[src/rtl/wb_pkg.sv]
// Shared encodings for the writeback stage: load funct3 codes, FSM states
// and the load alignment / legality check.
package wb_pkg;

  localparam logic [2:0] F3_LB  = 3'b000;
  localparam logic [2:0] F3_LH  = 3'b001;
  localparam logic [2:0] F3_LW  = 3'b010;
  localparam logic [2:0] F3_LD  = 3'b011;
  localparam logic [2:0] F3_LBU = 3'b100;
  localparam logic [2:0] F3_LHU = 3'b101;
  localparam logic [2:0] F3_LWU = 3'b110;

  typedef enum logic [1:0] {
    IDLE     = 2'd0,
    WRITE    = 2'd1,
    WAIT_ACK = 2'd2
  } wb_state_e;

  // High when a load of this size cannot be taken from this byte offset.
  function automatic logic load_fault_check(input logic [2:0] funct3,
                                            input logic [2:0] offset);
    logic bad;
    bad = 1'b0;
    case (funct3)
      F3_LB, F3_LBU: bad = 1'b0;
      F3_LH, F3_LHU: bad = offset[0];
      F3_LW, F3_LWU: bad = (offset[1:0] != 2'b00);
      F3_LD:         bad = (offset != 3'b000);
      default:       bad = 1'b1;
    endcase
    return bad;
  endfunction

endpackage

[src/rtl/writeback_stage_load_formatter.sv]
// Combinational result select: aligns and extends load data, or passes the
// ALU result through, and flags illegal/misaligned loads.
module load_formatter
  import wb_pkg::*;
#(
  parameter int DATA_WIDTH = 64
) (
  input  logic                  is_load,
  input  logic [2:0]            funct3,
  input  logic [2:0]            addr_lo,
  input  logic [DATA_WIDTH-1:0] alu_result,
  input  logic [DATA_WIDTH-1:0] mem_data,
  output logic [DATA_WIDTH-1:0] result,
  output logic                  fault
);

  logic [DATA_WIDTH-1:0] shifted;
  logic [DATA_WIDTH-1:0] load_val;

  assign shifted = mem_data >> {addr_lo, 3'b000};

  always_comb begin
    load_val = shifted;
    case (funct3)
      F3_LB:  load_val = {{(DATA_WIDTH-8){shifted[7]}}, shifted[7:0]};
      F3_LH:  load_val = {{(DATA_WIDTH-16){shifted[15]}}, shifted[15:0]};
      F3_LW:  load_val = {{(DATA_WIDTH-32){shifted[31]}}, shifted[31:0]};
      F3_LD:  load_val = shifted;
      F3_LBU: load_val = {{(DATA_WIDTH-8){1'b0}}, shifted[7:0]};
      F3_LHU: load_val = {{(DATA_WIDTH-16){1'b0}}, shifted[15:0]};
      F3_LWU: load_val = {{(DATA_WIDTH-32){1'b0}}, shifted[31:0]};
      default: load_val = shifted;
    endcase
  end

  assign result = is_load ? load_val : alu_result;
  assign fault  = is_load && load_fault_check(funct3, addr_lo);

endmodule

[src/rtl/writeback_stage.sv]
// Final pipeline stage: accepts completed instructions, writes the register
// file, waits for its acknowledge, then releases rd and counts retirement.
module writeback_stage
  import wb_pkg::*;
#(
  parameter int DATA_WIDTH = 64,
  parameter int ADDR_WIDTH = 5
) (
  input  logic                  clk,
  input  logic                  reset,
  input  logic                  in_valid,
  output logic                  in_ready,
  input  logic                  in_wen,
  input  logic [ADDR_WIDTH-1:0] in_rd,
  input  logic                  in_is_load,
  input  logic [2:0]            in_funct3,
  input  logic [2:0]            in_addr_lo,
  input  logic [DATA_WIDTH-1:0] in_alu_result,
  input  logic [DATA_WIDTH-1:0] in_mem_data,
  output logic                  rf_write_enable,
  output logic [ADDR_WIDTH-1:0] rf_write_addr,
  output logic [DATA_WIDTH-1:0] rf_write_data,
  input  logic                  rf_write_complete,
  output logic                  clear_valid,
  output logic [ADDR_WIDTH-1:0] clear_addr,
  output logic                  load_fault,
  output logic [ADDR_WIDTH-1:0] fault_rd,
  output logic [63:0]           retire_count
);

  wb_state_e             state_q, state_d;
  logic                  wen_q, wen_d;
  logic [ADDR_WIDTH-1:0] waddr_q, waddr_d;
  logic [DATA_WIDTH-1:0] wdata_q, wdata_d;
  logic                  fault_q, fault_d;
  logic [ADDR_WIDTH-1:0] fault_rd_q, fault_rd_d;
  logic [63:0]           retire_q, retire_d;

  logic [DATA_WIDTH-1:0] fmt_result;
  logic                  fmt_fault;
  logic                  accept;
  logic                  ack;
  logic                  writing;
  logic                  non_writing;

  load_formatter #(.DATA_WIDTH(DATA_WIDTH)) u_fmt (
    .is_load    (in_is_load),
    .funct3     (in_funct3),
    .addr_lo    (in_addr_lo),
    .alu_result (in_alu_result),
    .mem_data   (in_mem_data),
    .result     (fmt_result),
    .fault      (fmt_fault)
  );

  // Acknowledges only count while a write is outstanding.
  assign ack         = !reset && (state_q == WAIT_ACK) && rf_write_complete;
  assign in_ready    = !reset && ((state_q == IDLE) || ack);
  assign accept      = in_valid && in_ready;
  assign writing     = accept && in_wen && (in_rd != '0) && !fmt_fault;
  assign non_writing = accept && !writing;

  always_comb begin
    state_d    = state_q;
    wen_d      = 1'b0;
    waddr_d    = waddr_q;
    wdata_d    = wdata_q;
    fault_d    = accept && fmt_fault;
    fault_rd_d = fault_rd_q;
    retire_d   = retire_q + 64'(ack) + 64'(non_writing);

    case (state_q)
      IDLE:     if (writing) state_d = WRITE;
      WRITE:    state_d = WAIT_ACK;
      WAIT_ACK: if (ack) state_d = writing ? WRITE : IDLE;
      default:  state_d = IDLE;
    endcase

    if (writing) begin
      wen_d   = 1'b1;
      waddr_d = in_rd;
      wdata_d = fmt_result;
    end
    if (accept && fmt_fault) fault_rd_d = in_rd;
  end

  always_ff @(posedge clk) begin
    if (reset) begin
      state_q    <= IDLE;
      wen_q      <= 1'b0;
      waddr_q    <= '0;
      wdata_q    <= '0;
      fault_q    <= 1'b0;
      fault_rd_q <= '0;
      retire_q   <= '0;
    end else begin
      state_q    <= state_d;
      wen_q      <= wen_d;
      waddr_q    <= waddr_d;
      wdata_q    <= wdata_d;
      fault_q    <= fault_d;
      fault_rd_q <= fault_rd_d;
      retire_q   <= retire_d;
    end
  end

  assign rf_write_enable = wen_q;
  assign rf_write_addr   = waddr_q;
  assign rf_write_data   = wdata_q;
  // The held write address doubles as the released register.
  assign clear_valid     = ack;
  assign clear_addr      = waddr_q;
  assign load_fault      = fault_q;
  assign fault_rd        = fault_rd_q;
  assign retire_count    = retire_q;

endmodule

[config.mk]
export PLATFORM = sky130hd
export DESIGN_NAME = writeback_stage
export DESIGN_NICKNAME = d
export VERILOG_FILES = /design/src/rtl/wb_pkg.sv /design/src/rtl/writeback_stage_load_formatter.sv /design/src/rtl/writeback_stage.sv
export SDC_FILE = /design/constraint.sdc
export NUM_CORES = 1
export LEC_CHECK = 0
export CORE_MARGIN = 3
export CORE_UTILIZATION = 35
export CTS_CLUSTER_SIZE = 28
export DETAILED_ROUTE_END_ITERATION = 8
export PLACE_DENSITY_LB_ADDON = 0.3
export SKIP_LAST_GASP = 1
export SLEW_MARGIN = 10
export SYNTH_ARGS = -nofsm -noshare
export SYNTH_HDL_FRONTEND = slang
export SYNTH_SLANG_ARGS = --single-unit
[constraint.sdc]
create_clock -name clk -period 3.95 [get_ports clk]
set_input_delay 0.79 -clock clk [delete_from_list [all_inputs] [get_ports clk]]
set_output_delay 0.79 -clock clk [all_outputs]
set_load 0.02 [all_outputs]
==> summary.txt, run 1 <==
Power
  • Sequential cell fraction of total power: about two fifths
  • Net switching fraction of the power: roughly 31%
  • Proportion of power drawn by combinational gates: between 15 and 20%
  • LEAKAGE: about 4.3 nW
  • Ratio of total power to cell area: between 300 and 400 mW/mm^2
  • Clock share of power: between 40% and 50%
  • Net load switching power: between 1 and 1.5 mW
  • Maximum VDD drop: roughly 0.26 mV
  • Overall Power: just under 4 mW
  • Internal power: 2.664 mW

Floorplan
  • Area of the core region: approximately 0.022 sq mm
  • Die span in x: ~160 microns
  • Height of the chip: around 160 microns
  • Effective utilization at floorplan: between 30% and 40%
  • Top-level I/O count: 292
  • Die footprint: approximately 0.025 sq mm
  • Number of standard-cell rows in the floorplan: 54

Detailed routing
  • Number of iterations in the first detailed-routing pass: 5
  • Via count: between 8000 and 9000
  • Detail-routed via count per cell: roughly 5.6
  • Count of antenna-violating nets left after detailed routing: 0
  • Residual DRC: 0
  • Iteration-0 DRC Markers: 744
  • Final wirelength: between 30000 and 40000 microns
  • Post-DR wirelength/cell: 20.51 microns

Worst setup path
  • Critical path endpoint category: flop
  • Critical Path RT: between 4 and 5 ns
  • Largest stage delay on the critical path: ~0.57 ns
  • Capturing instance or port of the critical path: retire_count[56]
  • Critical Path Stages: 12
  • Setup crit start kind: input pin
  • Buffer and inverter count on the worst path: 2
  • Reg-to-Reg Start: state_q[0]
  • Arrival @ worst endpoint: roughly 4.0 ns
  • Crit path max-delay cell type: sky130_fd_sc_hd__or4_1
  • Largest fanout on the critical path: 11
  • Reg2reg path depth: 10
  • Family with the most delay on the worst path: simple AND/OR/NAND/NOR gates
  • R2r setup slk: 1.15 ns
  • Reg2reg end: retire_count[56]
  • Category of the most critical setup path: input pin to flop
  • Cells along the critical path: clkdlybuf4s50_1 > or4_4 > o2111ai_4 > a21o_2 > inv_2 > nor2_1 > fa_1 > ha_1 > and3_1 > nand4_2 > or4_1 > a21oi_1
  • Critical path launch point: in_rd[0]

Timing
  • Worst slew pin tran: roughly 0.95 ns
  • Final min period: between 3 and 4 ns
  • Number of setup violations in the final report: 0
  • Clock Skews: ~0.018 ns
  • Max-slew headroom at the worst pin: 36.71%
  • Endpoints failing hold: 0
  • Top achievable clock speed: around 280 MHz
  • Final slew viol count: 0
  • Unrepaired setup endpoints after global routing: false
  • Worst setup margin: between 0.3 and 0.4 ns
  • Final period utilization: between 90% and 100%
  • Post-Route Hold Slack: around 0.45 ns

Cells and area
  • Fraction of layout instances using a drive strength above 1: 8.126%
  • Sequential cell area: roughly 0.0028 sq mm
  • # nets final: 1377
  • Area of the multi-input gates: ~0.0047 sq mm
  • Leading cell types in the layout, fill and taps excluded: sky130_fd_sc_hd__clkdlybuf4s50_1, sky130_fd_sc_hd__dfxtp_1, sky130_fd_sc_hd__nor2_1, sky130_fd_sc_hd__a21oi_1, sky130_fd_sc_hd__nand2_1
  • Filler cells: 2024
  • Area growth from synthesis to layout: 46.13%
  • Share of the core filled with cells in the final layout: a little over half
  • Leading cell type in the layout, fill and taps excluded: sky130_fd_sc_hd__clkdlybuf4s50_1

Global route
  • Residual overflow from global routing: 0
  • Number of antenna violations at the first check in global routing: 7
  • Aggregate global-route resource usage: 24.41%
  • Global-route wire length before repair: between 40000 and 50000 microns
  • Via count of the first global-routing pass: about 8100
  • Largest net degree at the start of global routing: between 80 and 90

Yosys
  • Post-synth design cell area: just over 0.008 sq mm
  • Synthesized-area fraction occupied by xor and xnor cells: 4.677%
  • Nets in the synthesized netlist: ~1100
  • Number of synthesis warnings: 0
  • Combinational family with the most area after synthesis: simple AND/OR/NAND/NOR gates
  • Sequential cell area fraction in the yosys report: a little over a third
  • Post-synthesis adder-cell area fraction: less than 1%
  • Post-synth cell types: 64
  • Top flip-flop cell by instance count after synthesis: sky130_fd_sc_hd__dfxtp_1
  • Compound-gate portion of the synthesized area: just over 20%
  • Cell count after synthesis: 968
  • Share of flip-flops with an asynchronous set or reset after synthesis: 0%
  • Area fraction in and, or, nand and nor cells after synthesis: 22.11%
  • Mux cell area share after synthesis: about 11%
  • Mean post-synth cell area: 8.319 sq um
  • Number of flops mapped to enable cells by yosys: 0
  • Number of register bits inferred by synthesis: roughly 140

CTS
  • Worst-case clock buffer depth: 2
  • CTS tree: yes
  • Latest clock arrival within the worst-skew pair: 0.44 ns
  • Clock Pin Slew Worst Setup and Hold Paths: around 0.07 ns
  • Clock Tree Root: sky130_fd_sc_hd__clkbuf_16
  • Number of buffers inserted during clock tree synthesis: 17
  • Depth of the CTS H-tree: 4
  • Setup fix buffers added after clock tree synthesis: 0
  • Post-CTS resize count: 0
  • Num Clock Sinks: 142
  • Cts-stage hold buffer count: 0

Placed design
  • Weighted congestion at the end of routability-driven global placement: 0.9255
  • Port bufs: 291
  • Placement-stage worst setup slack: -0.1054 ns
  • Post-detailed-placement half-perimeter wirelength: approximately 23000 microns

Outcome
  • Outcome: finished, final reports clean

Min path
  • Hold WC Path Type: flop to flop

Flow run
  • Count of max-cap constraint violations: 0
[power groups by stage]
stage | Clock, mW | Combinational, mW | Sequential (mW)
floorplan | 0 | 0.304 | 1.56
global placement | 0 | 0.681 | 1.52
detailed placement | 0 | 0.682 | 1.52
CTS | 1.71 | 0.686 | 1.49
global route | 1.77 | 0.738 | 1.49
finish | 1.68 | 0.692 | 1.49
[metrics by stage]
stage	setup TNS, ns	cell area (sq um)	cells
after detailed placement	-0.3973	11130	1491
final	0	11770	1526
after floorplan	0	8054	968
after CTS	0	11760	1523
after global placement	0	11130	1491
after global routing	0	11770	1526
[worst min-delay path by stage]
stage / from / end / slack, ns / cells past startpoint
2_1_floorplan: state_q[0] / state_q[1] / 0.48 / 2
3_3_place_gp: rf_write_data[62] / rf_write_data[62] / 0.43 / 1
3_5_place_dp: rf_write_data[38] / rf_write_data[38] / 0.44 / 1
4_1_cts: rf_write_data[38] / rf_write_data[38] / 0.45 / 1
5_1_grt: rf_write_data[36] / rf_write_data[36] / 0.47 / 1
6_report: rf_write_data[62] / rf_write_data[62] / 0.45 / 1
[flip-flops by register name, summed over array words and instances, names as in the netlist]
register	flops
load_fault	1
clear_addr	5
rf_write_enable	1
retire_count	64
rf_write_data	64
state_q	2
fault_rd	5
[logic make-up (layout without fill, tap and decap cells)]
logic type / Yosys count / in the layout
AND/OR/NAND/NOR: 363 / 363
AO/OA/AOI/OAI: 244 / 244
flip-flops: 142 / 142
buffers and inverters: 92 / 367
multiplexers: 82 / 82
XOR/XNOR: 43 / 43
adder cells (fa/ha/maj): 2 / 2
other: 0 / 3
[layer usage]
| metal | global-route usage, % | wire (microns) |
|---|---|---|
| met5 | 0 | 54 |
| met4 | 10.79 | 1273 |
| met3 | 6.807 | 2733 |
| met2 | 37.98 | 14160 |
| met1 | 31.62 | 13080 |
[synth_stat cells, types with 11 or more instances]
cell,n,area share (%)
sky130_fd_sc_hd__or3_1,15,1.2
sky130_fd_sc_hd__dfxtp_1,142,35
sky130_fd_sc_hd__mux2i_1,66,8.2
sky130_fd_sc_hd__xnor2_1,22,2.4
sky130_fd_sc_hd__nand2_1,72,3.4
sky130_fd_sc_hd__buf_2,23,1.4
sky130_fd_sc_hd__o211ai_1,29,2.7
sky130_fd_sc_hd__a211oi_1,25,2.3
sky130_fd_sc_hd__nor3_1,20,1.2
sky130_fd_sc_hd__clkbuf_1,37,1.7
sky130_fd_sc_hd__o21ai_0,24,1.5
sky130_fd_sc_hd__buf_4,11,1.0
sky130_fd_sc_hd__nand3_1,32,2.0
sky130_fd_sc_hd__nor4_1,16,1.2
sky130_fd_sc_hd__a22o_1,18,2.0
sky130_fd_sc_hd__nand4_1,23,1.8
sky130_fd_sc_hd__xor2_1,21,2.3
sky130_fd_sc_hd__a21oi_1,79,4.9
sky130_fd_sc_hd__nor2_1,133,6.2
sky130_fd_sc_hd__a21o_1,16,1.5
[final cells by class]
class                           count  area share [%]
Antenna cell                        3         0.06380
Sequential cell                   142           24.16
Tap cell                          280           2.977
Inverter                           12          0.3828
Timing Repair Buffer              323           26.67
Clock buffer                       17           3.615
Multi-Input combinational cell    734           40.36
Clock inverter                     15           1.776
Note: power is estimated with default switching activity, not from simulation.
==> run 2, diff against run 1 <==
--- a/config.mk
+++ b/config.mk
@@ -5,6 +5,7 @@
 export SDC_FILE = /design/constraint.sdc
 export NUM_CORES = 1
 export LEC_CHECK = 0
+export ABC_CLOCK_PERIOD_IN_PS = 3950
 export CORE_MARGIN = 3
 export CORE_UTILIZATION = 35
 export CTS_CLUSTER_SIZE = 28
==> results of run 2 <==
Final layout, timing and power as in run 1 (identical DEF).
==> run 3, diff against run 2 <==
--- a/config.mk
+++ b/config.mk
@@ -5,7 +5,7 @@
 export SDC_FILE = /design/constraint.sdc
 export NUM_CORES = 1
 export LEC_CHECK = 0
-export ABC_CLOCK_PERIOD_IN_PS = 3950
+export ABC_CLOCK_PERIOD_IN_PS = 3800
 export CORE_MARGIN = 3
 export CORE_UTILIZATION = 35
 export CTS_CLUSTER_SIZE = 28
==> constraint.sdc (replaced) <==
create_clock -name clk -period 3.8 [get_ports clk]
set_input_delay 0.76 -clock clk [delete_from_list [all_inputs] [get_ports clk]]
set_output_delay 0.76 -clock clk [all_outputs]
set_load 0.02 [all_outputs]
==> run 3 against run 2 <==
First-iteration DRC count is 11% lower; flip-flop and latch count stayed put; routed wire length is 1.3% higher; worst hold slack better by 0.0026 ns; via count is 0.44% lower; clock skew is 0.0052 ns lower; clock power is 2% higher; clock-buffer cell count stayed put; non-clock buffer count is 10 higher; global-route usage is 0.34 points higher; largest power group unchanged.
==> summary.txt, run 3 (same netlist as run 1, synthesis figures left out) <==
Min path
  • Hold WC Path Type: flop to flop

Floorplan
  • Number of standard-cell rows in the floorplan: 54 (unchanged)
  • Area of the core region: 0.02223 sq mm (unchanged)
  • Die span in x: 157.7 microns (unchanged)
  • Height of the chip: 157.7 microns (unchanged)
  • Top-level I/O count: 292 (unchanged)
  • Die footprint: 0.02486 sq mm (unchanged)
  • Effective utilization at floorplan: 36.23% (unchanged)

CTS
  • Cts-stage hold buffer count: 0 (unchanged)
  • Post-CTS resize count: 0 (unchanged)
  • CTS tree: yes
  • Worst-case clock buffer depth: 2 (unchanged)
  • Num Clock Sinks: 142 (unchanged)
  • Number of buffers inserted during clock tree synthesis: 17 (unchanged)
  • Depth of the CTS H-tree: 4 (unchanged)
  • Clock Tree Root: sky130_fd_sc_hd__clkbuf_16
  • Latest clock arrival within the worst-skew pair: 0.43 ns (about the same)
  • Setup fix buffers added after clock tree synthesis: 0 (unchanged)
  • Clock Pin Slew Worst Setup and Hold Paths: 0.07 ns (about the same)

Timing
  • Worst slew pin tran: 0.9672 ns (+0.01781 ns)
  • Final period utilization: about 93%
  • Post-Route Hold Slack: 0.4552 ns (+0.002618 ns)
  • Final min period: approximately 3.5 ns
  • Final slew viol count: 0 (unchanged)
  • Clock Skews: 0.01317 ns (-0.005240 ns)
  • Unrepaired setup endpoints after global routing: false
  • Number of setup violations in the final report: 0 (unchanged)
  • Endpoints failing hold: 0 (unchanged)
  • Top achievable clock speed: ~280 MHz
  • Max-slew headroom at the worst pin: 34.93% (-1.8 points)

Worst setup path
  • Setup crit start kind: input pin
  • Critical path endpoint category: flop
  • Arrival @ worst endpoint: 3.90 ns (-0.05 ns)
  • Critical Path RT: 4.16 ns (-0.15 ns)
  • Category of the most critical setup path: input pin to flop
  • Largest fanout on the critical path: 4 (-7)

Cells and area
  • Area growth from synthesis to layout: 47.08%
  • Leading cell types in the layout, fill and taps excluded: sky130_fd_sc_hd__clkdlybuf4s50_1, sky130_fd_sc_hd__dfxtp_1, sky130_fd_sc_hd__nor2_1, sky130_fd_sc_hd__a21oi_1, sky130_fd_sc_hd__nand2_1
  • Area of the multi-input gates: 0.004775 sq mm (+0.53%)
  • Sequential cell area: 0.002843 sq mm (unchanged)
  • Share of the core filled with cells in the final layout: 53.28% (+0.34 points)
  • Filler cells: 2114 (+4.4%)
  • Leading cell type in the layout, fill and taps excluded: sky130_fd_sc_hd__clkdlybuf4s50_1
  • Fraction of layout instances using a drive strength above 1: 9.098% (+0.97 points)
  • # nets final: 1387 (+0.73%)

Placed design
  • Post-detailed-placement half-perimeter wirelength: 23890 microns (+3.0%)
  • Weighted congestion at the end of routability-driven global placement: 0.9498 (+2.6%)
  • Port bufs: 291 (unchanged)

Detailed routing
  • Count of antenna-violating nets left after detailed routing: 0 (unchanged)
  • Detail-routed via count per cell: 5.532 (-1.2%)
  • Number of iterations in the first detailed-routing pass: 5 (unchanged)
  • Post-DR wirelength/cell: 20.63 microns (+0.59%)
  • Iteration-0 DRC Markers: 664 (-11%)
  • Via count: 8502 (-0.44%)
  • Residual DRC: 0 (unchanged)
  • Final wirelength: 31710 microns (+1.3%)

Global route
  • Aggregate global-route resource usage: 24.75% (+0.34 points)
  • Global-route wire length before repair: 47560 microns (+0.89%)
  • Via count of the first global-routing pass: 8108 (+0.21%)
  • Largest net degree at the start of global routing: 67 (-18%)
  • Number of antenna violations at the first check in global routing: 3 (-4)
  • Residual overflow from global routing: 0 (unchanged)

Outcome
  • Outcome: finished, final reports clean

Flow run
  • Count of max-cap constraint violations: 0 (unchanged)

Power
  • LEAKAGE: 4.357 nW (+0.90%)
  • Ratio of total power to cell area: 337.8 mW/mm^2 (+3.1%)
  • Maximum VDD drop: 0.2819 mV (+9.2%)
[run 3: cell types whose count changed in the layout (fill, tap and decap cells not counted), sizes merged]
| cell | before | now |
|---|---|---|
| diode | 3 | 4 |
| clkinv | 10 | 6 |
| inv | 17 | 20 |
| clkinvlp | 0 | 1 |
| buf | 36 | 46 |
[run 3: per-layer routing]
metal	GRT usage, %	wire length (microns)
met3	6.315	2465
met4	7.603	684
met2	40.02	14990
met1	32.54	13550
met5	0	27
[run 3: metrics by stage]
step	TNS [ns]	setup WS (ns)	std cells	cell area (sq um)	total power, mW
after floorplan	0	0.005274	968	8084	1.941
after global placement	-0.02032	-0.02032	1501	11230	2.299
after detailed placement	-1.022	-0.1704	1501	11230	2.302
after CTS	0	0.2585	1533	11830	4.024
after global routing	0	0.01323	1534	11840	4.132
final	0	0.2549	1537	11840	4.001
[run 3: final cells by class]
cell class,instances,share of cell area [%]
multi-input combinational,734,40.31
timing repair buffer,333,27.13
sequential,142,24.00
clock buffer,17,3.592
tap,280,2.958
clock inverter,15,1.542
inverter,12,0.3803
antenna,4,0.08451
[run 3: power breakdown]
part           leakage (nW)  internal, mW  switching, mW
sequential             1.15          1.52         0.0222
clock                 0.294         0.896          0.828
combinational          2.91         0.347          0.383
total                  4.36          2.77           1.23
[run 3: critical path, stage by stage]
cell,delay (ns)
sky130_fd_sc_hd__clkdlybuf4s50_1,0.42
sky130_fd_sc_hd__or4_4,0.55
sky130_fd_sc_hd__o2111ai_4,0.25
sky130_fd_sc_hd__a21o_2,0.14
sky130_fd_sc_hd__inv_2,0.04
sky130_fd_sc_hd__nor2_2,0.10
sky130_fd_sc_hd__fa_2,0.25
sky130_fd_sc_hd__buf_4,0.13
sky130_fd_sc_hd__nand4_1,0.21
sky130_fd_sc_hd__nor3_1,0.31
sky130_fd_sc_hd__nand3_1,0.18
sky130_fd_sc_hd__or3_1,0.41
sky130_fd_sc_hd__a21oi_1,0.14
[run 3: final timing paths]
| kind | start | to | slack (ns) | cells past startpoint |
|---|---|---|---|---|
| worst max-delay path | in_rd[0] | retire_count[63] | 0.25 | 13 |
| worst min-delay path | rf_write_data[56] | rf_write_data[56] | 0.46 | 1 |
| worst max register to register | state_q[0] | retire_count[14] | 0.91 | 15 |
| worst min register to register | rf_write_data[56] | rf_write_data[56] | 0.46 | 1 |
